===== src/rtl/adc_pkg.sv =====
// Shared types and defaults for the ADC lane packer: FSM state encoding,
// default geometry and the lane-index width helper.
package adc_pkg;

   typedef enum logic {
      ST_IDLE = 1'b0,
      ST_FILL = 1'b1
   } state_t;

   localparam int DEF_SAMPLE_W = 14;
   localparam int DEF_LANES    = 4;
   localparam int DEF_LANE_W   = 16;

   // LANES is at least 2, so the index is always at least one bit wide.
   function automatic int lane_idx_w(input int lanes);
      return (lanes <= 2) ? 1 : $clog2(lanes);
   endfunction

endpackage


===== src/rtl/adc_lane_outreg.sv =====
// Output holding register for the lane packer: decides load / consume / drop
// for each completed word and keeps the sticky, saturating overflow count.
module adc_lane_outreg
   import adc_pkg::*;
#(
   parameter int DATA_W    = DEF_LANES * DEF_LANE_W,
   parameter int OVF_CNT_W = 16
) (
   input  logic                 i_clk,
   input  logic                 i_nreset,
   input  logic                 i_load,
   input  logic [DATA_W-1:0]    i_word,
   input  logic                 i_ready,
   output logic [DATA_W-1:0]    o_data,
   output logic                 o_valid,
   output logic                 o_overflow,
   output logic [OVF_CNT_W-1:0] o_ovf_count
);

   // Handshake: a word transfers on any rising edge where o_valid && i_ready;
   // o_data holds steady while o_valid is high and i_ready is low, and a new
   // word may load on the same edge the held one is consumed.
   logic                 r_valid;
   logic [DATA_W-1:0]    r_data;
   logic                 r_overflow;
   logic [OVF_CNT_W-1:0] r_ovf_count;
   logic                 w_take;
   logic                 w_drop;

   assign w_take = i_load && (!r_valid || i_ready);
   assign w_drop = i_load && r_valid && !i_ready;

   always_ff @(posedge i_clk or negedge i_nreset) begin
      if (!i_nreset) begin
         r_valid     <= 1'b0;
         r_data      <= '0;
         r_overflow  <= 1'b0;
         r_ovf_count <= '0;
      end else begin
         if (w_take) begin
            r_valid <= 1'b1;
            r_data  <= i_word;
         end else if (r_valid && i_ready) begin
            r_valid <= 1'b0;
         end
         if (w_drop) begin
            r_overflow <= 1'b1;
            if (r_ovf_count != '1) begin
               r_ovf_count <= r_ovf_count + 1'b1;
            end
         end
      end
   end

   assign o_data      = r_data;
   assign o_valid     = r_valid;
   assign o_overflow  = r_overflow;
   assign o_ovf_count = r_ovf_count;

endmodule


===== src/rtl/adc_lane_packer.sv =====
// Packs LANES consecutive ADC samples into one word with a valid/ready output.
// Optional internal ramp source enabled by ADC_LANE_PACKER_TESTPAT_EN.
module adc_lane_packer
   import adc_pkg::*;
#(
   parameter int SAMPLE_W  = DEF_SAMPLE_W,
   parameter int LANES     = DEF_LANES,
   parameter int LANE_W    = DEF_LANE_W,
   parameter int SIGN_EXT  = 0,
   parameter int OVF_CNT_W = 16
) (
   input  logic                    i_125clk,
   input  logic                    i_nreset,
   input  logic                    i_en,
   input  logic [SAMPLE_W-1:0]     i_sample,
   input  logic                    i_sample_valid,
   input  logic                    i_testpat,
   output logic [LANES*LANE_W-1:0] o_data,
   output logic                    o_valid,
   input  logic                    i_ready,
   output logic                    o_overflow,
   output logic [OVF_CNT_W-1:0]    o_ovf_count,
   output logic                    o_busy
);

   localparam int DATA_W = LANES * LANE_W;
   localparam int IW     = lane_idx_w(LANES);
   localparam logic [IW-1:0] LAST_IDX = IW'(LANES - 1);

   state_t               r_state;
   state_t               w_state_nxt;
   logic [IW-1:0]        r_idx;
   logic [DATA_W-1:0]    r_asm;
   logic [DATA_W-1:0]    w_word;
   logic [LANE_W-1:0]    w_lane;
   logic [SAMPLE_W-1:0]  w_src;
   logic                 w_src_valid;
   logic                 w_accept;
   logic                 w_complete;

`ifdef ADC_LANE_PACKER_TESTPAT_EN
   logic [SAMPLE_W-1:0]  r_ramp;

   assign w_src       = i_testpat ? r_ramp : i_sample;
   assign w_src_valid = i_testpat ? 1'b1 : i_sample_valid;

   // Ramp steps once per completed word, so every lane of a word matches.
   always_ff @(posedge i_125clk or negedge i_nreset) begin
      if (!i_nreset) begin
         r_ramp <= '0;
      end else if (w_complete && i_testpat) begin
         r_ramp <= r_ramp + 1'b1;
      end
   end
`else
   logic w_unused_testpat;

   assign w_unused_testpat = i_testpat;
   assign w_src            = i_sample;
   assign w_src_valid      = i_sample_valid;
`endif

   always_comb begin
      w_state_nxt = r_state;
      case (r_state)
         ST_IDLE: if (i_en)  w_state_nxt = ST_FILL;
         ST_FILL: if (!i_en) w_state_nxt = ST_IDLE;
         default: w_state_nxt = ST_IDLE;
      endcase
   end

   assign w_accept   = (r_state == ST_FILL) && i_en && w_src_valid;
   assign w_complete = w_accept && (r_idx == LAST_IDX);

   always_comb begin
      w_lane = '0;
      w_lane[SAMPLE_W-1:0] = w_src;
      if (SIGN_EXT != 0) begin
         for (int b = SAMPLE_W; b < LANE_W; b++) begin
            w_lane[b] = w_src[SAMPLE_W-1];
         end
      end
   end

   // The word handed to the output register already contains the last lane.
   always_comb begin
      w_word = r_asm;
      for (int k = 0; k < LANES; k++) begin
         if (r_idx == IW'(k)) begin
            w_word[k*LANE_W +: LANE_W] = w_lane;
         end
      end
   end

   always_ff @(posedge i_125clk or negedge i_nreset) begin
      if (!i_nreset) begin
         r_state <= ST_IDLE;
         r_idx   <= '0;
         r_asm   <= '0;
      end else begin
         r_state <= w_state_nxt;
         if (r_state == ST_IDLE || !i_en) begin
            r_idx <= '0;
         end else if (w_accept) begin
            r_idx <= w_complete ? '0 : r_idx + 1'b1;
         end
         if (w_accept) begin
            r_asm <= w_word;
         end
      end
   end

   assign o_busy = (r_state == ST_FILL) && (r_idx != '0);

   adc_lane_outreg #(
      .DATA_W    (DATA_W),
      .OVF_CNT_W (OVF_CNT_W)
   ) u_outreg (
      .i_clk       (i_125clk),
      .i_nreset    (i_nreset),
      .i_load      (w_complete),
      .i_word      (w_word),
      .i_ready     (i_ready),
      .o_data      (o_data),
      .o_valid     (o_valid),
      .o_overflow  (o_overflow),
      .o_ovf_count (o_ovf_count)
   );

endmodule


===== config.mk =====
export PLATFORM = sky130hd
export DESIGN_NAME = adc_lane_packer
export DESIGN_NICKNAME = d
export VERILOG_FILES = /design/src/rtl/adc_pkg.sv /design/src/rtl/adc_lane_outreg.sv /design/src/rtl/adc_lane_packer.sv
export SDC_FILE = /design/constraint.sdc
export NUM_CORES = 1
export LEC_CHECK = 0
export CORE_MARGIN = 2
export CORE_UTILIZATION = 35
export CTS_CLUSTER_SIZE = 10
export DETAILED_ROUTE_END_ITERATION = 6
export PLACE_DENSITY = 0.54
export SKIP_LAST_GASP = 1
export SYNTH_ARGS = -nofsm -noshare
export SYNTH_HDL_FRONTEND = slang
export SYNTH_SLANG_ARGS = --single-unit

===== constraint.sdc =====
create_clock -name i_125clk -period 4.4 [get_ports i_125clk]
set_input_delay 0.66 -clock i_125clk [delete_from_list [all_inputs] [get_ports i_125clk]]
set_output_delay 0.66 -clock i_125clk [all_outputs]
set_load 0.005 [all_outputs]

==> results of run 1 <==
## worst paths after layout
check	from	to	cells past startpoint
worst max-delay path	r_idx[0]	o_busy	4
worst min-delay path	i_nreset	u_outreg.o_data[63]	1
worst max register to register	r_idx[0]	r_asm[5]	5
worst min register to register	u_outreg.o_overflow	u_outreg.o_overflow	1
max in group asynchronous	i_nreset	u_outreg.o_ovf_count[15]	2
min in group i_125clk	u_outreg.o_overflow	u_outreg.o_overflow	1
## power by group
group	internal [mW]	switching, mW	total, mW	leakage (nW)
logic	0.0942	0.0816	0.176	1.22
registers	1.29	0.0297	1.32	1.80
clock network	0.831	0.486	1.32	0.271
## per-stage QoR
step | utilization [%] | hold slack, ps
after floorplan | - | 364
after global placement | 43.3 | 455
after detailed placement | 43.3 | 457
after CTS | 46.7 | 409
after global routing | 46.7 | 462
final | 46.7 | 337
## sequential cells by signal, indices dropped and copies added, names as in the netlist
| register | cells |
|---|---|
| u_outreg.o_ovf_count | 16 |
| r_asm | 48 |
| u_outreg.o_data | 64 |
| u_outreg.o_valid | 1 |
| r_idx | 2 |
| r_state | 1 |
| u_outreg.o_overflow | 1 |
## cell families after synthesis
family | after synthesis
mux | 100
fa+ha+maj | 5
simple gates | 117
buf+inv | 31
xor+xnor | 12
flops | 133
compound gates | 54
## worst register-to-register path, delay by kind of cell (launching register included)
kind                       cells  cell delay, ps
adders and majority gates      1             180
buffers and inverters          2             430
DFF                            1             430
muxes                          1             470
and+or+nand+nor                1             560
## placed cells by master, fill, tap and decap left out, types with 2 or more instances in the layout
cell type / netlist / final
nor4_1: 3 / 3
ha_1: 5 / 5
nand3_1: 7 / 6
clkinv_2: 0 / 3
clkbuf_1: 5 / 6
nor2_1: 7 / 7
xor2_1: 6 / 6
dfrtp_1: 133 / 133
xnor2_1: 6 / 6
buf_4: 1 / 6
a21oi_1: 3 / 3
clkbuf_16: 0 / 17
clkdlybuf4s50_1: 0 / 100
and2_1: 8 / 8
inv_1: 6 / 6
nand2b_1: 8 / 8
nor3_1: 5 / 5
o21ai_0: 50 / 50
mux2_2: 57 / 57
nand4b_1: 2 / 2
nand4_1: 7 / 7
nand2_1: 59 / 59
clkbuf_8: 0 / 4
mux2i_1: 43 / 43
## area by class of cell
class                           instances  share of cell area (%)
Inverter                                6                   0.307
Clock inverter                          4                   0.613
Clock buffer                           27                    6.85
Sequential cell                       133                    45.3
Timing Repair Buffer                  107                    14.4
Multi-Input combinational cell        288                    28.8
Tap cell                              216                    3.68
## routing by layer
layer  part of all wire (%)  global-route usage, %  vias to the layer above
li1                       -                      -                     1773
met1                     48                   20.0                     1827
met2                     44                   22.6                       95
met3                    6.1                   5.21                       13
met4                    1.5                   6.26                        0
met5                      0                      0                        -
==> metrics.txt, run 1 <==
status finished, final reports clean; # Max-Cap Violations 0; YS warnings 0; Clk Latency, worst-skew pair 420 ps; largest family of logic cells by synthesized area multiplexers; Top FF cell, synth dfrtp_1; Fill cells 1441; root buffer cell clkbuf_16; post-synthesis mux area share 19.2%; compound-gate portion of the synthesized area 4.87%; CP top delay family buffers and inverters; post-synth top area share 59.7%; vias in the first global route 3713; first-pass GRT wire length 19500 µm; Yosys reg bits 133; Setup Skew 6.41 ps; Worst Path Arrival 1800 ps; most numerous cell in the Yosys netlist dfrtp_1; die span in y 130 µm; WL/cell 15.2 µm; worst-path cell chain inv_1 -> ha_1 -> nor2b_1 -> clkdlybuf4s50_1; CP required 3740 ps; R2R Setup Slk 2220 ps; Antenna diodes 0; crit end category primary output; HPWL after detailed placement 7610 µm; total clock buffers created by CTS 17; Tot Pwr 2.81 mW; Net Count, Synth 477; Placed Area 6800 µm²; post-synthesis simple-gate area fraction 10.7%; Starting Density 35.5%; Max Slew Vio Count 0; Hold Buf Count CTS 0; number of vias per cell 4.75; Multi-input gate area 2120 µm²; clock tree buffer depth 2; width of the die 130 µm; Fin. Hold Viols 0; pin count of the biggest net entering global routing 106; register area share after synthesis 59.7%; Cell Area, Synth 5570 µm²; design area 7340 µm²; GRT Total Usage 15.1%; total gr overflow 0; Bufs and invs on worst path 2; layout cell share with drive strength beyond 1 16.8%; number of cells produced by synthesis 452; Via Count 3708; # nets final 578; post-CTS setup buffers 0; Min-Delay Path Class in2async; LEAKAGE 3.29 nW; CTS resizes 0; Crit Path Max Fanout 5; post-synthesis cell type count 35; IO Pins 103; fmax 406 MHz; setup slack after layout 1940 ps; Startpoint Class flip-flop; Layout Cells excl Fill 781; die area 16900 µm²; CTS tree yes; Floorplan Core Area 15700 µm²; Post-synth top cells dfrtp_1, nand2_1, mux2_2, o21ai_0, mux2i_1; Post-synth EDFFs 0; slowest CP cell clkdlybuf4s50_1; post-route ant nets 0; initial antenna violation count 0; Synth Area in XOR/XNOR 1.89%; layout overhead on the synthesized area 31.8%; power density over cell area 383 nW/µm²; count of final setup violators 0; Tmin final 2460 ps; final RePlAce weighted congestion 0.843; Setup TNS 0 ps; initial DRC count 147; Setup Crit Path Kind reg2out; H-Tree Depth 4; PortBufs 101; DP Worst Slack 1620 ps; overall routed net length 11900 µm; Post-synth ARST share 100%; measured slew at the worst slew-check pin 961 ps; VDD IR max 239 µV; RSZ-0062 raised after global routing false; Synth area leader dfrtp_1; Slew HR 35.9%; Mapped Avg Cell Area 12.3 µm²; FP Rows 46; Register Area 3330 µm²; placed insts 750; CP max stage delay 540 ps; residual DRC count 0; final worst path period share 55.9%; synth top area cells dfrtp_1, mux2_2, mux2i_1; adder-cell area share of the yosys netlist 1.12%; clk slew on worst S/H paths 50 ps; Num Clock Sinks 133; DR pass1 iterations 4
(Power assumes the default switching activity.)
==> inputs of run 2 (changes only) <==
Clock period 4.4 ns to 2.5 ns, I/O delays scaled along.
==> run 2 against run 1 <==
  * Critical path depth stayed put
  * Sequential power grew 76%
  * First-iteration DRC count increased by 10%
  * Cell area increased by 1.4%
  * Via count fell by 0.86%
  * Largest power group is now the clock network
  * Combinational power grew 80%
  * Sequential share of layout area fell by 0.63 points
==> metrics.txt, run 2 (same netlist as run 1, synthesis figures left out) <==
width of the die 130 µm (unchanged); Setup Crit Path Kind reg2out; layout cell share with drive strength beyond 1 17.7% (+0.87 points); number of flip-flops in the largest register 64 (unchanged); Starting Density 35.5% (unchanged); final worst path period share 86.4%; measured slew at the worst slew-check pin 612 ps (-349 ps); Num Clock Sinks 133 (unchanged); die span in y 130 µm (unchanged); pin count of the biggest net entering global routing 78 (-26%); Max Slew Vio Count 0 (unchanged); hold_sp u_outreg.o_data[43]; post-CTS setup buffers 0 (unchanged); final RePlAce weighted congestion 0.844 (+0.23%); R2R Path Start r_idx[0]; Layout Cells excl Fill 787 (+0.77%); # nets final 584 (+1.0%); die area 16900 µm² (unchanged); count of final setup violators 0 (unchanged); Clk Latency, worst-skew pair 410 ps (about the same); Antenna diodes 0 (unchanged); # Max-Cap Violations 0 (unchanged); GRT Total Usage 14.9% (-0.16 points); Worst Path Arrival 1780 ps (-20 ps); total clock buffers created by CTS 17 (unchanged); IO Pins 103 (unchanged); root buffer cell clkbuf_16; clock tree buffer depth 2 (unchanged); Startpoint Class flip-flop; Slew HR 59.2% (+23 points); Floorplan Core Area 15700 µm² (unchanged); CTS resizes 0 (unchanged); initial antenna violation count 0 (unchanged); Fin. Hold Viols 0 (unchanged); vias in the first global route 3708 (-0.13%); Via Count 3676 (-0.86%); Fill cells 1422 (-1.3%); commonest non-fill, non-tap cell in the layout dfrtp_1; total gr overflow 0 (unchanged); clk slew on worst S/H paths 50 ps (about the same); post-route ant nets 0 (unchanged); RSZ-0062 raised after global routing false; layout overhead on the synthesized area 33.7%; CTS tree yes; Multi-input gate area 2120 µm² (unchanged); initial DRC count 162 (+10%); HPWL after detailed placement 7830 µm (+3.0%); Crit Path Max Fanout 5 (unchanged); Setup TNS 0 ps (unchanged); placed insts 755 (+0.67%); status finished, final reports clean; PortBufs 101 (unchanged); LEAKAGE 3.34 nW (+1.6%); CP startpoint r_idx[0]; Tmin final 2160 ps; CP required 2120 ps (-1620 ps); number of vias per cell 4.67 (-1.6%); commonest non-fill, non-tap cells in the layout dfrtp_1, clkdlybuf4s50_1, nand2_1; fmax 463 MHz; VDD IR max 433 µV (+81%); Register Area 3330 µm² (unchanged); DR pass1 iterations 4 (unchanged); residual DRC count 0 (unchanged); WL/cell 15.0 µm (-1.6%); Core Util, Final 47.4% (+0.66 points); H-Tree Depth 4 (unchanged); Setup Skew 7.89 ps (+1.49 ps); FP Rows 46 (unchanged); crit end category primary output; power density over cell area 671 nW/µm² (+75%); overall routed net length 11800 µm (-0.89%); Min-Delay Path Class reg2reg; first-pass GRT wire length 19200 µm (-1.6%)
-- run 2: final cells by class --
type                       count  share of cell area (%)
multi-input combinational    288                    28.4
inverter                       6                   0.302
clock inverter                 3                   0.538
timing repair buffer         113                    15.3
tap                          216                    3.63
clock buffer                  28                    7.07
sequential                   133                    44.7
-- run 2: per-stage QoR --
stage / setup slack [ps] / hold WS [ps] / power (mW) / area [µm²]
finish: 340 / 473 / 5.00 / 7450
global placement: 279 / 410 / 2.67 / 6870
floorplan: 694 / 79.4 / 2.52 / 5570
CTS: 314 / 476 / 5.08 / 7450
global route: 243 / 500 / 5.22 / 7450
detailed placement: 247 / 413 / 2.68 / 6870
-- run 2: what timing repair did --
item / in CTS / in global routing
hold buffers: 1 / 0
setup endpoints to repair: 0 / 0
endpoints found under the hold margin: 62 / 0
-- run 2: layer usage --
layer	up-vias	wire, µm	track usage [%]	part of all wire, %
li1	1789	-	-	-
met1	1790	5560	20.0	47
met3	11	736	4.92	6.2
met4	0	112	5.31	0.95
met5	-	0	0	0
met2	86	5370	22.8	46
-- run 2: power breakdown --
group          internal, mW  leakage [nW]  switching, mW
logic                 0.171          1.27          0.144
clock network          1.52         0.280          0.842
registers              2.27          1.80         0.0526
-- run 2: worst paths after layout --
check / slack (ps) / depth (start not counted) / endpoint
max in group asynchronous: 1200 / 3 / u_outreg.o_data[56]
min in group asynchronous: 520 / 2 / u_outreg.o_data[63]
min reg2reg: 470 / 2 / u_outreg.o_data[43]
max reg2reg: 510 / 5 / u_outreg.o_ovf_count[1]
min: 470 / 2 / u_outreg.o_data[43]
max: 340 / 4 / o_busy
-- run 2: critical path, cell delays in order, from the launching register on --
cell	delay, ps
dfrtp_1	410
inv_1	80
ha_1	210
nor2b_1	110
clkdlybuf4s50_1	550
